$ cat config.mk
export PLATFORM = sky130hd
export DESIGN_NAME = fetch_unit
export DESIGN_NICKNAME = d
export VERILOG_FILES = /design/src/rtl/riscv_pkg.sv /design/src/rtl/pc_next_logic.sv /design/src/rtl/fetch_unit.sv
export SDC_FILE = /design/constraint.sdc
export NUM_CORES = 1
export LEC_CHECK = 0
export CORE_UTILIZATION = 46
export DETAILED_ROUTE_END_ITERATION = 7
export GPL_TIMING_DRIVEN = 0
export HOLD_SLACK_MARGIN = 0.02
export MAX_ROUTING_LAYER = met4
export PLACE_DENSITY = 0.85
export SYNTH_ARGS = -nofsm -noshare
export SYNTH_HDL_FRONTEND = slang
export SYNTH_SLANG_ARGS = --single-unit
$ cat constraint.sdc
create_clock -name clk -period 6.8 [get_ports clk]
set_input_delay 1.36 -clock clk [delete_from_list [all_inputs] [get_ports clk]]
set_output_delay 1.36 -clock clk [all_outputs]
set_load 0.05 [all_outputs]
$ cat src/rtl/riscv_pkg.sv
// Shared fetch-stage constants and the fetch FSM state type.
// Latency: n/a (declarations only).
// Backpressure: n/a.
package riscv_pkg;

  // addi x0,x0,0 -- presented to decode whenever no real instruction is held
  localparam logic [31:0] DEFAULT_NOP_INSTR = 32'h0000_0013;
  localparam logic [31:0] DEFAULT_RESET_PC  = 32'h0000_0000;

  typedef enum logic [1:0] {
    S_REQ  = 2'd0,
    S_WAIT = 2'd1,
    S_HOLD = 2'd2,
    S_TRAP = 2'd3
  } fetch_state_t;

endpackage

$ cat src/rtl/pc_next_logic.sv
// Next-PC selection: PC+4 adder, taken-target mux and misaligned-target detect.
// Latency: purely combinational.
// Backpressure: none; the caller decides when the result is consumed.
module pc_next_logic
  import riscv_pkg::*;
(
  input  logic [31:0] pc,
  input  logic        pcsrc,
  input  logic [31:0] pctarget,
  output logic [31:0] pc_plus4,
  output logic [31:0] pc_next,
  output logic        target_misalign
);

  // adder wraps naturally at 2^32; a taken target must be word aligned
  always_comb begin
    pc_plus4        = pc + 32'd4;
    pc_next         = pcsrc ? pctarget : pc_plus4;
    target_misalign = pcsrc & (pctarget[1:0] != 2'b00);
  end

endmodule

$ cat src/rtl/fetch_unit.sv
// Instruction fetch: holds PC, fetches over req/ready + rvalid, presents Instr/PC to decode.
// Latency: best case 3 cycles per instruction (request, wait for data, hold for accept).
// Backpressure: request held until imem_ready; instruction held stable until instr_accept.
module fetch_unit
  import riscv_pkg::*;
#(
  parameter logic [31:0] RESET_PC  = DEFAULT_RESET_PC,
  parameter logic [31:0] NOP_INSTR = DEFAULT_NOP_INSTR
) (
  input  logic        clk,
  input  logic        reset,
  input  logic        PCSrc,
  input  logic [31:0] PCTarget,
  input  logic        instr_accept,
  output logic        imem_req,
  output logic [31:0] imem_addr,
  input  logic        imem_ready,
  input  logic        imem_rvalid,
  input  logic [31:0] imem_rdata,
  output logic        instr_valid,
  output logic [31:0] Instr,
  output logic [31:0] PC,
  output logic [31:0] PCPlus4,
  output logic        misalign,
  output logic [31:0] retire_count
);

  fetch_state_t state, state_next;
  logic [31:0]  pc_next;
  logic         target_misalign;
  logic         accept_hold;
  logic         trap_take;

  pc_next_logic u_pc_next (
    .pc              (PC),
    .pcsrc           (PCSrc),
    .pctarget        (PCTarget),
    .pc_plus4        (PCPlus4),
    .pc_next         (pc_next),
    .target_misalign (target_misalign)
  );

  assign imem_addr   = PC;
  assign accept_hold = (state == S_HOLD) && instr_accept;
  assign trap_take   = accept_hold && target_misalign;

  // state register; reset may land mid-transaction, any in-flight read is simply forgotten
  always_ff @(posedge clk or posedge reset) begin
    if (reset) state <= S_REQ;
    else       state <= state_next;
  end

  // next-state: grant and read data are taken in different states, so never in one cycle
  always_comb begin
    state_next = state;
    case (state)
      S_REQ:  if (imem_ready)   state_next = S_WAIT;
      S_WAIT: if (imem_rvalid)  state_next = S_HOLD;
      S_HOLD: if (instr_accept) state_next = target_misalign ? S_TRAP : S_REQ;
      S_TRAP: state_next = S_TRAP;
      default: state_next = S_REQ;
    endcase
  end

  // registered outputs: req/valid are Moore flags precomputed from next state
  always_ff @(posedge clk or posedge reset) begin
    if (reset) begin
      PC           <= RESET_PC;
      Instr        <= NOP_INSTR;
      instr_valid  <= 1'b0;
      imem_req     <= 1'b0;
      misalign     <= 1'b0;
      retire_count <= 32'd0;
    end else begin
      imem_req    <= (state_next == S_REQ);
      instr_valid <= (state_next == S_HOLD);
      if ((state == S_WAIT) && imem_rvalid) begin
        Instr <= imem_rdata;
      end
      if (accept_hold) begin
        retire_count <= retire_count + 32'd1;
        Instr        <= NOP_INSTR;
        if (trap_take) misalign <= 1'b1;
        else           PC       <= pc_next;
      end
    end
  end

endmodule

# After elaboration in Yosys (flattened, before gate mapping)
# Index checks and enable logic that the tools add are counted.
# word_totals
in_bits,70
out_inout_bits,163
regBits,101
word_cells,32
# op_classes
n_bitwise,2
n_eq_ne,4
addsub,2
n_mux,8
reduce_logical,9
# ops
op,n
32-bit 2-to-1 mux,3
32-bit by 1-bit adder with 32-bit output (second input constant),1
32-bit by 3-bit adder with 32-bit output (second input constant),1
2-bit 2-to-1 mux,4
2-bit one-hot mux with 4 select lines,1
2-bit == test (second input constant),3
2-bit logical NOT,2
2-bit AND reduction,2
2-bit nonzero test,2
1-bit logical AND,3
2-bit by 1-bit == test with 1-bit output (second input constant),1
1-bit AND,1
1-bit NOT,1

# Logic depth before layout (Yosys ltp)
# Gate-level depths: netlist (run 1).
# logic_depth
word_depth,6
ltp_mapped,7

# Hierarchy
# Synthesis (run 1) repeated with hierarchy kept, for this count alone.
# hier_totals
cells_unflattened,497
hier_area_um2,5401.4
# modules_own_cells
mod,cells_each,n_inst,area_each_um2,seq_area_each_um2
fetch_unit,323,1,4274.1,2531.2
pc_next_logic,174,1,1127.3,0.0

# Least setup slack after synthesis (run 1)
# OpenSTA, ideal clock, no wires.
# synth_path
path_kind,reg-to-output
startpoint,reg PC[2]
endpoint,out PCPlus4[26]
stages_incl_launch_ff,6
slack_ps,2727
t_arrival_ps,2713
t_required_ps,5440
path_cell_list,dfrtp_1 ha_1 nand4_1 nor4_4 nand4_1 xnor2_1
# synth_between
elab_chain_len,1
# synth_rtl
item,line_no,text
from (decl),fetch_unit.sv:22,"output logic [31:0] PC,"
from (signal assigned),fetch_unit.sv:84,else PC <= pc_next;
32-bit by 3-bit adder with 32-bit output,pc_next_logic.sv:17,pc_plus4 = pc + 32'd4;
to (decl),fetch_unit.sv:23,"output logic [31:0] PCPlus4,"
# No other way between the ends.

# Worst setup path after layout (run 1)
# Same ends and word-level chain as after synthesis.

==> results of run 1 <==
==> metal layers <==
| layer | up-vias | part of all wire [%] | GRT usage, % |
|---|---|---|---|
| met2 | 254 | 51 | 47.1 |
| met3 | 31 | 7.7 | 4.27 |
| met5 | - | 0 | - |
| met1 | 2418 | 39 | 34.1 |
| li1 | 2279 | - | - |
| met4 | 0 | 2.5 | 10.8 |
==> synthesized netlist by cell type, drive strengths merged <==
cell | n | area (um^2)
a21o | 5 | 37.5
a21oi | 18 | 90.1
a221o | 2 | 20.0
a22o | 32 | 280
a22oi | 5 | 37.5
a2bb2oi | 1 | 8.76
a31oi | 3 | 18.8
a41oi | 1 | 8.76
and2 | 5 | 31.3
and3 | 14 | 87.6
and3b | 1 | 8.76
and4 | 8 | 70.1
buf | 51 | 344
clkbuf | 14 | 52.6
dfrtp | 98 | 2450
dfstp | 3 | 78.8
ha | 2 | 25.0
inv | 7 | 26.3
mux2i | 7 | 70.1
nand2 | 38 | 143
nand2b | 1 | 6.26
nand3 | 28 | 145
nand3b | 2 | 27.5
nand4 | 24 | 186
nor2 | 27 | 116
nor2b | 3 | 18.8
nor3 | 7 | 45.0
nor4 | 4 | 76.3
o211ai | 2 | 15.0
o21a | 2 | 15.0
o21ai | 15 | 75.1
o221a | 1 | 11.3
o22a | 4 | 35.0
o311ai | 9 | 78.8
or2 | 2 | 15.0
or3 | 2 | 12.5
or4 | 1 | 7.51
xnor2 | 46 | 425
xor2 | 13 | 114
==> metrics by stage <==
step	util (%)	hold slack, ps	power (W)
after CTS	73.9	466	0.00395
after global routing	73.9	494	0.00410
after global placement	70.8	441	0.00337
final	73.9	465	0.00394
after detailed placement	71.1	446	0.00341
after floorplan	-	568	0.00260
==> flip-flops by register name, indices dropped and copies added (netlist names) <==
name and count:
Instr 32, PC 32, retire_count 32, state 2, imem_req 1, instr_valid 1
misalign 1
==> area by class of cell <==
type | count | area, um^2 | share of cell area, %
Sequential cell | 101 | 2530 | 31.0
Multi-Input combinational cell | 335 | 2360 | 29.0
Timing Repair Buffer | 233 | 2350 | 28.8
Buffer | 65 | 397 | 4.86
Clock buffer | 11 | 243 | 2.98
Tap cell | 140 | 175 | 2.15
Clock inverter | 5 | 66.3 | 0.813
Inverter | 7 | 28.8 | 0.353
Antenna cell | 1 | 2.50 | 0.0307
==> cell families (layout without fill, tap and decap cells) <==
logic type	after synthesis	after routing	share of synthesized area [%]
multiplexers	7	7	1.32
buffers and inverters	72	321	7.95
adder cells (fa/ha/maj)	2	2	0.471
AND/OR/NAND/NOR	167	167	18.8
other	0	1	0
AO/OA/AOI/OAI	100	100	13.8
XOR/XNOR	59	59	10.1
flip-flops	101	101	47.6
==> final timing paths <==
| kind | start | to | slack, ps | cells after the start |
|---|---|---|---|---|
| setup reg to reg | PC[2]$_DFFE_PP0P_ | PC[26]$_DFFE_PP0P_ | 4610 | 5 |
| hold reg to reg | misalign$_DFFE_PP0P_ | misalign$_DFFE_PP0P_ | 460 | 1 |
| hold / removal | misalign$_DFFE_PP0P_ | misalign$_DFFE_PP0P_ | 460 | 1 |
| min in group asynchronous | reset | Instr[26]$_DFFE_PP0P_ | 1400 | 2 |
| max in group asynchronous | reset | PC[24]$_DFFE_PP0P_ | 4710 | 3 |
| setup / recovery | PC[2]$_DFFE_PP0P_ | PCPlus4[26] | 2260 | 6 |
==> power groups by stage <==
stage	logic, W	clock network (W)	registers (W)
after floorplan	0.00102	0	0.00158
after global placement	0.00238	0	0.000992
after detailed placement	0.00242	0	0.000993
after CTS	0.00242	0.000541	0.000990
after global routing	0.00252	0.000565	0.00102
final	0.00241	0.000534	0.000993
==> results_dict.tcl, run 1 <==
set metrics [dict create \
    result_of_the_run "finished clean" \
    path_delay_family "simple AND/OR/NAND/NOR gates" \
    clock-root-buffer "sky130_fd_sc_hd__clkbuf_16" \
    dpl.cell_count 881 \
    timing_worst_setup_path_type "flip-flop to primary output" \
    count_of_routing_violations_after_the_opening_detailed_route_iteration 357 \
    clock_skew_ps 10.8 \
    syn_inst 508 \
    vdd.ir_drop.worst_uv 361 \
    timing.final.crit_period_ps 4540 \
    cp-end-kind "primary output" \
    number_of_cells_upsized_or_downsized_after_cts 0 \
    critPathBufInv 1 \
    cell_internal_power_w 0.00194 \
    grt_start_max_net_pins 65 \
    drcViolationCount 0 \
    finalMaxSlewViolations 0 \
    post_drt_via_cell_ratio 5.55 \
    period_share_pct 66.8 \
    post_dp_cell_area_mm2 0.00785 \
    critPathMaxFanout 6 \
    tns_ps 0 \
    floorplan.initialDensity_pct 48.2 \
    layout.cells.most_common_list "sky130_fd_sc_hd__clkdlybuf4s50_1 (232), sky130_fd_sc_hd__dfrtp_1 (98), sky130_fd_sc_hd__xnor2_1 (43), sky130_fd_sc_hd__nand2_1 (38), sky130_fd_sc_hd__buf_4 (37)" \
    share_clk_of_total_power_pct 13.6 \
    n_fill_cell 832 \
    drt.antenna.violating_nets 0 \
    achievable-frequency_mhz 220 \
    firstDrtPassIters 5 \
    syn-num-nets 580 \
    power.density_cell_area_mw_per_mm2 483 \
    grt_setup_unrepaired "false" \
    ys.warnings.count 0 \
    finalWirelength_um 15900 \
    cts_buffer_depth 2 \
    routed_wirelength_normalized_by_instance_count_um 17.7 \
    cts_buffers 9 \
    placement.setup.worst_slack_ps 2660 \
    critPathMostFrequentCell "sky130_fd_sc_hd__nand4_1" \
    postCtsSetupRepairBufs 0 \
    layout_commonest_cell "sky130_fd_sc_hd__clkdlybuf4s50_1" \
    crit_slowest_cell "sky130_fd_sc_hd__clkdlybuf4s50_1" \
    critPathRequiredTime_ps 5440 \
    io_pins 233 \
    sequentialPowerShare_pct 25.2 \
    synthDistinctLibCells 52 \
    fin_ws_ps 2260 \
    leakage_power_nw 3.48 \
    flops_latches_synth 101 \
    overflow 0 \
    finalInstanceArea_mm2 0.00816 \
    power.combinational.fraction_pct 61.2 \
    finalHoldViolations 0 \
    cpPeakStageDelay_ps 830 \
    groute.usage.overall_pct 28.0 \
    worstPathArrival_ps 3180 \
    dp.final_hpwl_um 12000 \
    dieHeight_um 110 \
    grt_antenna_before_repair 1 \
    gp_congestion 0.856 \
    maxCapViolations 0 \
    synth_area_mm2 0.00532 \
    syn_to_final_growth_pct 53.4 \
    finalSetupViolations 0 \
    cp_cell_sequence "ha_1 -> nand4_1 -> nor4_4 -> nand4_1 -> xnor2_1 -> clkdlybuf4s50_1" \
    p_sw_share_pct 50.7 \
    cts_num_sinks 101 \
    cts_hold_buf 0 \
    floorplan.die.width_um 110 \
    core_region_area_mm2 0.0110 \
    path_clk_slew_ps 70 \
    dieArea_mm2 0.0120 \
    nets 824 \
    htree_levels 3 \
    layout-drive-gt1-share_pct 11.6 \
    insertion_delay_ps 340 \
    grt_pass1_vias 4984 \
    tightestPinTransition_ps 677 \
    p_switching_w 0.00199 \
    floorplan.rows 38 \
    synth-seq-area-share_pct 47.6 \
    cp-start-kind "flip-flop" \
    worst_slew_margin_rel_pct 54.9 \
    detailroute.via_count 4982 \
    io_buf_count 232 \
    final_cells 898 \
    tritoncts_clock_tree "done" \
    synth_area_per_cell_um2 10.5 \
    grt_pass1_wl_um 25000 \
    worstHoldPathType "flip-flop to flip-flop" \
]
Power figures use the tool's default switching activity.
==> run 2, diff against run 1 <==
CORE_UTILIZATION = 43   (was 46)
PLACE_DENSITY = 0.8   (was 0.85)
clock period = 4.2 ns   (was 6.8 ns; I/O delays follow)
==> run 2 against run 1 <==
Against the previous run:
- power grew 63%
- first-iteration DRC count shrank 16%
- clock skew shrank 3.8 ps
- global-route usage is 2.5 points lower
- core utilization shrank 5.9 points
- die area is 6.9% higher
- count of clock-buffer cells in the layout is 1 lower
- largest power group unchanged
- sequential power rose by 63%
- critical endpoint is now PCPlus4[28]
- flip-flop and latch count stayed put
- critical path depth stayed put
- hold slack better by 6.1 ps
==> results_dict.tcl, run 2 (synthesis gave the netlist of run 1 again) <==
set metrics [dict create \
    critPathMaxFanout 6 \
    path_clk_slew_ps 60 \
    drcViolationCount 0 \
    cts_buffers 9 \
    routed_wirelength_normalized_by_instance_count_um 17.8 \
    grt_pass1_wl_um 24700 \
    r2r_start "PC[2]$_DFFE_PP0P_" \
    layout_commonest_cell "sky130_fd_sc_hd__clkdlybuf4s50_1" \
    dieArea_mm2 0.0128 \
    crit_slowest_cell "sky130_fd_sc_hd__clkdlybuf4s50_1" \
    finalWirelength_um 16000 \
    syn_to_final_growth_pct 53.7 \
    cts_num_sinks 101 \
    critical_path.startpoint "PC[2]$_DFFE_PP0P_" \
    power.density_cell_area_mw_per_mm2 784 \
    cts_buffer_depth 2 \
    core_region_area_mm2 0.0120 \
    groute.usage.overall_pct 25.5 \
    io_pins 233 \
    tritoncts_clock_tree "done" \
    floorplan.rows 40 \
    grt_antenna_before_repair 0 \
    post_drt_via_cell_ratio 5.50 \
    final_cells 903 \
    tns_ps 0 \
    final_core_utilization_pct 68.0 \
    dpl.cell_count 888 \
    achievable-frequency_mhz 248 \
    vdd.ir_drop.worst_uv 533 \
    gp_congestion 0.893 \
    tightestPinTransition_ps 648 \
    clock-root-buffer "sky130_fd_sc_hd__clkbuf_16" \
    worst_slew_margin_rel_pct 56.3 \
    finalSetupViolations 0 \
    clock_skew_ps 7.04 \
    worstHoldPathType "flip-flop to flip-flop" \
    detailroute.via_count 4970 \
    finalMaxSlewViolations 0 \
    critPathRequiredTime_ps 3360 \
    cts_hold_buf 0 \
    cp-start-kind "flip-flop" \
    htree_levels 3 \
    worstPathArrival_ps 3180 \
    result_of_the_run "finished clean" \
    floorplan.initialDensity_pct 44.3 \
    cpPeakStageDelay_ps 890 \
    critPathMostFrequentCell "sky130_fd_sc_hd__nand4_1" \
    multi_input_area_mm2 0.00236 \
    insertion_delay_ps 340 \
    grt_pass1_vias 4845 \
    cp-end-kind "primary output" \
    n_antenna_cell 0 \
    io_buf_count 232 \
    timing.final.crit_period_ps 4020 \
    dieHeight_um 113 \
    fin_ws_ps 175 \
    number_of_cells_upsized_or_downsized_after_cts 0 \
    floorplan.die.width_um 113 \
    firstDrtPassIters 5 \
    dp.final_hpwl_um 12200 \
    postCtsSetupRepairBufs 0 \
    placement.setup.worst_slack_ps 530 \
    layout.cells.most_common_list "sky130_fd_sc_hd__clkdlybuf4s50_1 (230), sky130_fd_sc_hd__dfrtp_1 (98), sky130_fd_sc_hd__xnor2_1 (43), sky130_fd_sc_hd__nand2_1 (38), sky130_fd_sc_hd__buf_4 (37)" \
    grt_setup_unrepaired "false" \
    finalHoldViolations 0 \
    timing_worst_setup_path_type "flip-flop to primary output" \
    period_share_pct 95.8 \
    leakage_power_nw 3.48 \
    grt_start_max_net_pins 63 \
    min_from "misalign$_DFFE_PP0P_" \
    n_fill_cell 967 \
    overflow 0 \
    cp_cell_sequence "ha_1 -> nand4_1 -> nor3_2 -> nand4_1 -> xnor2_1 -> clkdlybuf4s50_1" \
    biggestRegsByFlops "Instr (32), PC (32), retire_count (32)" \
    drt.antenna.violating_nets 0 \
    maxCapViolations 0 \
    layout-drive-gt1-share_pct 11.5 \
    layout.area.seq_mm2 0.00253 \
    count_of_routing_violations_after_the_opening_detailed_route_iteration 299 \
    nets 824 \
]
## run 2: changes by cell type in the layout (fill, tap and decap cells not counted)
cell                              before  now
sky130_fd_sc_hd__diode_2               1    0
sky130_fd_sc_hd__clkdlybuf4s50_1     232  230
sky130_fd_sc_hd__dlymetal6s2s_1        0    2
sky130_fd_sc_hd__clkbuf_8              1    0
sky130_fd_sc_hd__inv_8                 1    0
sky130_fd_sc_hd__bufinv_16             1    2
## run 2: report_power, final
group	internal (W)	switching, W	leakage [nW]	total [W]
registers	0.00128	0.000340	1.26	0.00162
logic	0.00138	0.00252	2.08	0.00390
clock network	0.000523	0.000364	0.149	0.000887
## run 2: metrics by stage
stage,cell area [um^2],hold WS (ps),power (W)
after CTS,8170,470,0.00643
after global routing,8170,501,0.00665
after global placement,7820,440,0.00546
final,8170,471,0.00641
after detailed placement,7850,447,0.00552
after floorplan,5320,568,0.00420
## run 2: final timing paths
check                                              to  slack [ps]  cells past startpoint
worst max-delay path                      PCPlus4[28]         180                      6
worst min-delay path             misalign$_DFFE_PP0P_         470                      1
worst max register to register     PC[26]$_DFFE_PP0P_        1950                      6
worst min register to register   misalign$_DFFE_PP0P_         470                      1
max in group asynchronous        Instr[1]$_DFFE_PP1P_        2590                      3
min in group asynchronous       Instr[16]$_DFFE_PP0P_         890                      2
## run 2: per-layer routing
| layer | GRT usage (%) | vias up | share of wire [%] |
|---|---|---|---|
| li1 | - | 2286 | - |
| met1 | 31.0 | 2423 | 41 |
| met2 | 41.5 | 227 | 50 |
| met3 | 4.55 | 34 | 6.7 |
| met4 | 11.6 | 0 | 2.5 |
| met5 | - | - | 0 |
## run 2: area by class of cell
type | count | share of cell area (%)
Inverter | 7 | 0.352
Tap cell | 147 | 2.25
Timing Repair Buffer | 233 | 28.8
Clock inverter | 5 | 1.04
Clock buffer | 10 | 2.80
Buffer | 65 | 4.85
Multi-Input combinational cell | 335 | 28.9
Sequential cell | 101 | 31.0
## run 2: worst max-delay path, delay by kind of cell (launching register included)
family                     cells  cell delay, ps
and+or+nand+nor                3             950
buffers and inverters          1             890
DFF                            1             470
adders and majority gates      1             300
xor gates and xnor gates       1             220
==> run 3, diff against run 2 <==
CORE_MARGIN = 5   (was not set)
==> run 3 against run 2 <==
Against the previous run:
- die area increased by 15%
- design area about the same
- global-route usage decreased by 1.7 points
- first-iteration DRC count increased by 7.4%
==> results_dict.tcl, run 3 (synthesis gave the netlist of run 1 again) <==
set metrics [dict create \
    worst-r2r-setup-slack_ps 1980 \
    cp_cell_sequence "ha_1 -> nand4_1 -> nor3_2 -> nand4_1 -> xnor2_1 -> clkdlybuf4s50_1" \
    achievable-frequency_mhz 250 \
    n_fill_cell 969 \
    cp-end-kind "primary output" \
    grt_setup_unrepaired "false" \
    count_of_routing_violations_after_the_opening_detailed_route_iteration 321 \
    insertion_delay_ps 350 \
    result_of_the_run "finished clean" \
    layout_commonest_cell "sky130_fd_sc_hd__clkdlybuf4s50_1" \
    min_delay_path_depth 1 \
    tritoncts_clock_tree "done" \
    power.density_cell_area_mw_per_mm2 777 \
    grt_pass1_wl_um 26800 \
    nets 824 \
    critPathMaxFanout 6 \
    detailroute.via_count 4927 \
    leakage_power_nw 3.47 \
    critPathBufInv 1 \
    dp.final_hpwl_um 13200 \
    final.hold.worst_slack_ps 480 \
    finalMaxSlewViolations 0 \
    worstHoldPathType "flip-flop to flip-flop" \
    r2r_start "PC[2]$_DFFE_PP0P_" \
    firstDrtPassIters 7 \
    hold-path-endpoint "misalign$_DFFE_PP0P_" \
    io_buf_count 232 \
    overall_power_consumption_w 0.00635 \
    groute.usage.overall_pct 23.8 \
    finalHoldViolations 0 \
    dpl.cell_count 909 \
    dieHeight_um 121 \
    io_pins 233 \
    layout-drive-gt1-share_pct 11.8 \
    final_cells 926 \
    cpPeakStageDelay_ps 840 \
    critPathRequiredTime_ps 3360 \
    period_share_pct 95.3 \
    grt_pass1_vias 5022 \
    routed_wirelength_normalized_by_instance_count_um 18.6 \
    clock_skew_ps 10.1 \
    finalSetupViolations 0 \
    vdd.ir_drop.worst_uv 466 \
    syn_to_final_growth_pct 53.8 \
    cp-start-kind "flip-flop" \
    htree_levels 3 \
    maxCapViolations 0 \
    path_delay_family "simple AND/OR/NAND/NOR gates" \
    core_region_area_mm2 0.0121 \
    worst_slew_margin_rel_pct 54.0 \
    critical_path.reg2reg.endpoint "PC[26]$_DFFE_PP0P_" \
    path_clk_slew_ps 70 \
    timing_worst_setup_path_type "flip-flop to primary output" \
    grt_antenna_before_repair 1 \
    critPathMostFrequentCell "sky130_fd_sc_hd__nand4_1" \
    finalWirelength_um 17200 \
    drcViolationCount 0 \
    cts_buffer_depth 2 \
    crit_slowest_cell "sky130_fd_sc_hd__clkdlybuf4s50_1" \
    floorplan.rows 40 \
    post_drt_via_cell_ratio 5.32 \
    grt_start_max_net_pins 65 \
    drt.antenna.violating_nets 0 \
    min_from "misalign$_DFFE_PP0P_" \
    floorplan.initialDensity_pct 44.1 \
    clock-root-buffer "sky130_fd_sc_hd__clkbuf_16" \
    layout.cells.most_common_list "sky130_fd_sc_hd__clkdlybuf4s50_1 (229), sky130_fd_sc_hd__dfrtp_1 (98), sky130_fd_sc_hd__xnor2_1 (43), sky130_fd_sc_hd__nand2_1 (38), sky130_fd_sc_hd__buf_4 (37)" \
    biggestRegsByFlops "Instr (32), PC (32), retire_count (32)" \
    ff2ff_path_depth 5 \
    cts_num_sinks 101 \
    floorplan.die.width_um 121 \
    cts_buffers 9 \
    tightestPinTransition_ps 691 \
    overflow 0 \
    dieArea_mm2 0.0147 \
    gp_congestion 0.875 \
    worstPathArrival_ps 3160 \
    timing.final.crit_period_ps 4000 \
]
## run 3: stage by stage
step | cell area [um^2] | worst slack (ps) | setup TNS (ps) | utilization, %
floorplan | 5320 | 647 | 0 | -
global placement | 7850 | -730 | -70850 | 65.1
detailed placement | 7880 | 464 | 0 | 65.3
CTS | 8170 | 92.5 | 0 | 67.7
global route | 8180 | 5.51 | 0 | 67.8
finish | 8180 | 198 | 0 | 67.8
## run 3: power breakdown
part | leakage [nW] | internal, W | total [W] | switching, W
clock | 0.135 | 0.000415 | 0.000810 | 0.000395
sequential | 1.26 | 0.00128 | 0.00162 | 0.000341
combinational | 2.08 | 0.00138 | 0.00392 | 0.00254
total | 3.47 | 0.00307 | 0.00635 | 0.00328
## run 3: repair_timing
item | 4_1_cts | 5_1_grt
endpoints found under the setup margin | 0 | 3
hold buffers | 0 | 0
resized for setup | 0 | 3
setup buffers | 0 | 0
endpoints found under the hold margin | 0 | 0
## run 3: metal layers
layer / vias to the layer above / GRT usage (%) / wire length, um / part of all wire (%)
met5: - / - / 0 / 0
met4: 0 / 6.65 / 265 / 1.5
met3: 19 / 5.64 / 1350 / 7.8
met2: 237 / 40.5 / 8780 / 51
met1: 2397 / 28.3 / 6800 / 40
li1: 2274 / - / - / -
## run 3: final cells by class
class | instances | area, um^2 | area share [%]
diodes | 1 | 2.50 | 0.0306
well taps | 168 | 210 | 2.57
flip-flops and latches | 101 | 2530 | 31.0
repair buffers | 233 | 2360 | 28.8
multi-input cells | 335 | 2360 | 28.9
clock inverters | 7 | 61.3 | 0.750
plain buffers | 65 | 397 | 4.85
inverters | 7 | 28.8 | 0.352
clock buffers | 9 | 225 | 2.75
## run 3: worst register-to-register path, delay by kind of cell (launching register included)
family	cells	cell delay [ps]
fa+ha+maj	1	310
flops	1	470
compound gates	1	310
simple gates	3	1030
## run 3: how the worst max path moves through the flow
| stage | to | from | depth (start not counted) | slack [ps] |
|---|---|---|---|---|
| after floorplan | PCPlus4[26] | PC[2]$_DFFE_PP0P_ | 5 | 650 |
| after global placement | PC[0]$_DFFE_PP0P_ | reset | 2 | -730 |
| after detailed placement | PCPlus4[30] | PC[2]$_DFFE_PP0P_ | 6 | 460 |
| after CTS | PCPlus4[30] | PC[2]$_DFFE_PP0P_ | 6 | 90 |
| after global routing | PCPlus4[24] | PC[2]$_DFFE_PP0P_ | 6 | 6 |
| final | PCPlus4[28] | PC[2]$_DFFE_PP0P_ | 6 | 200 |
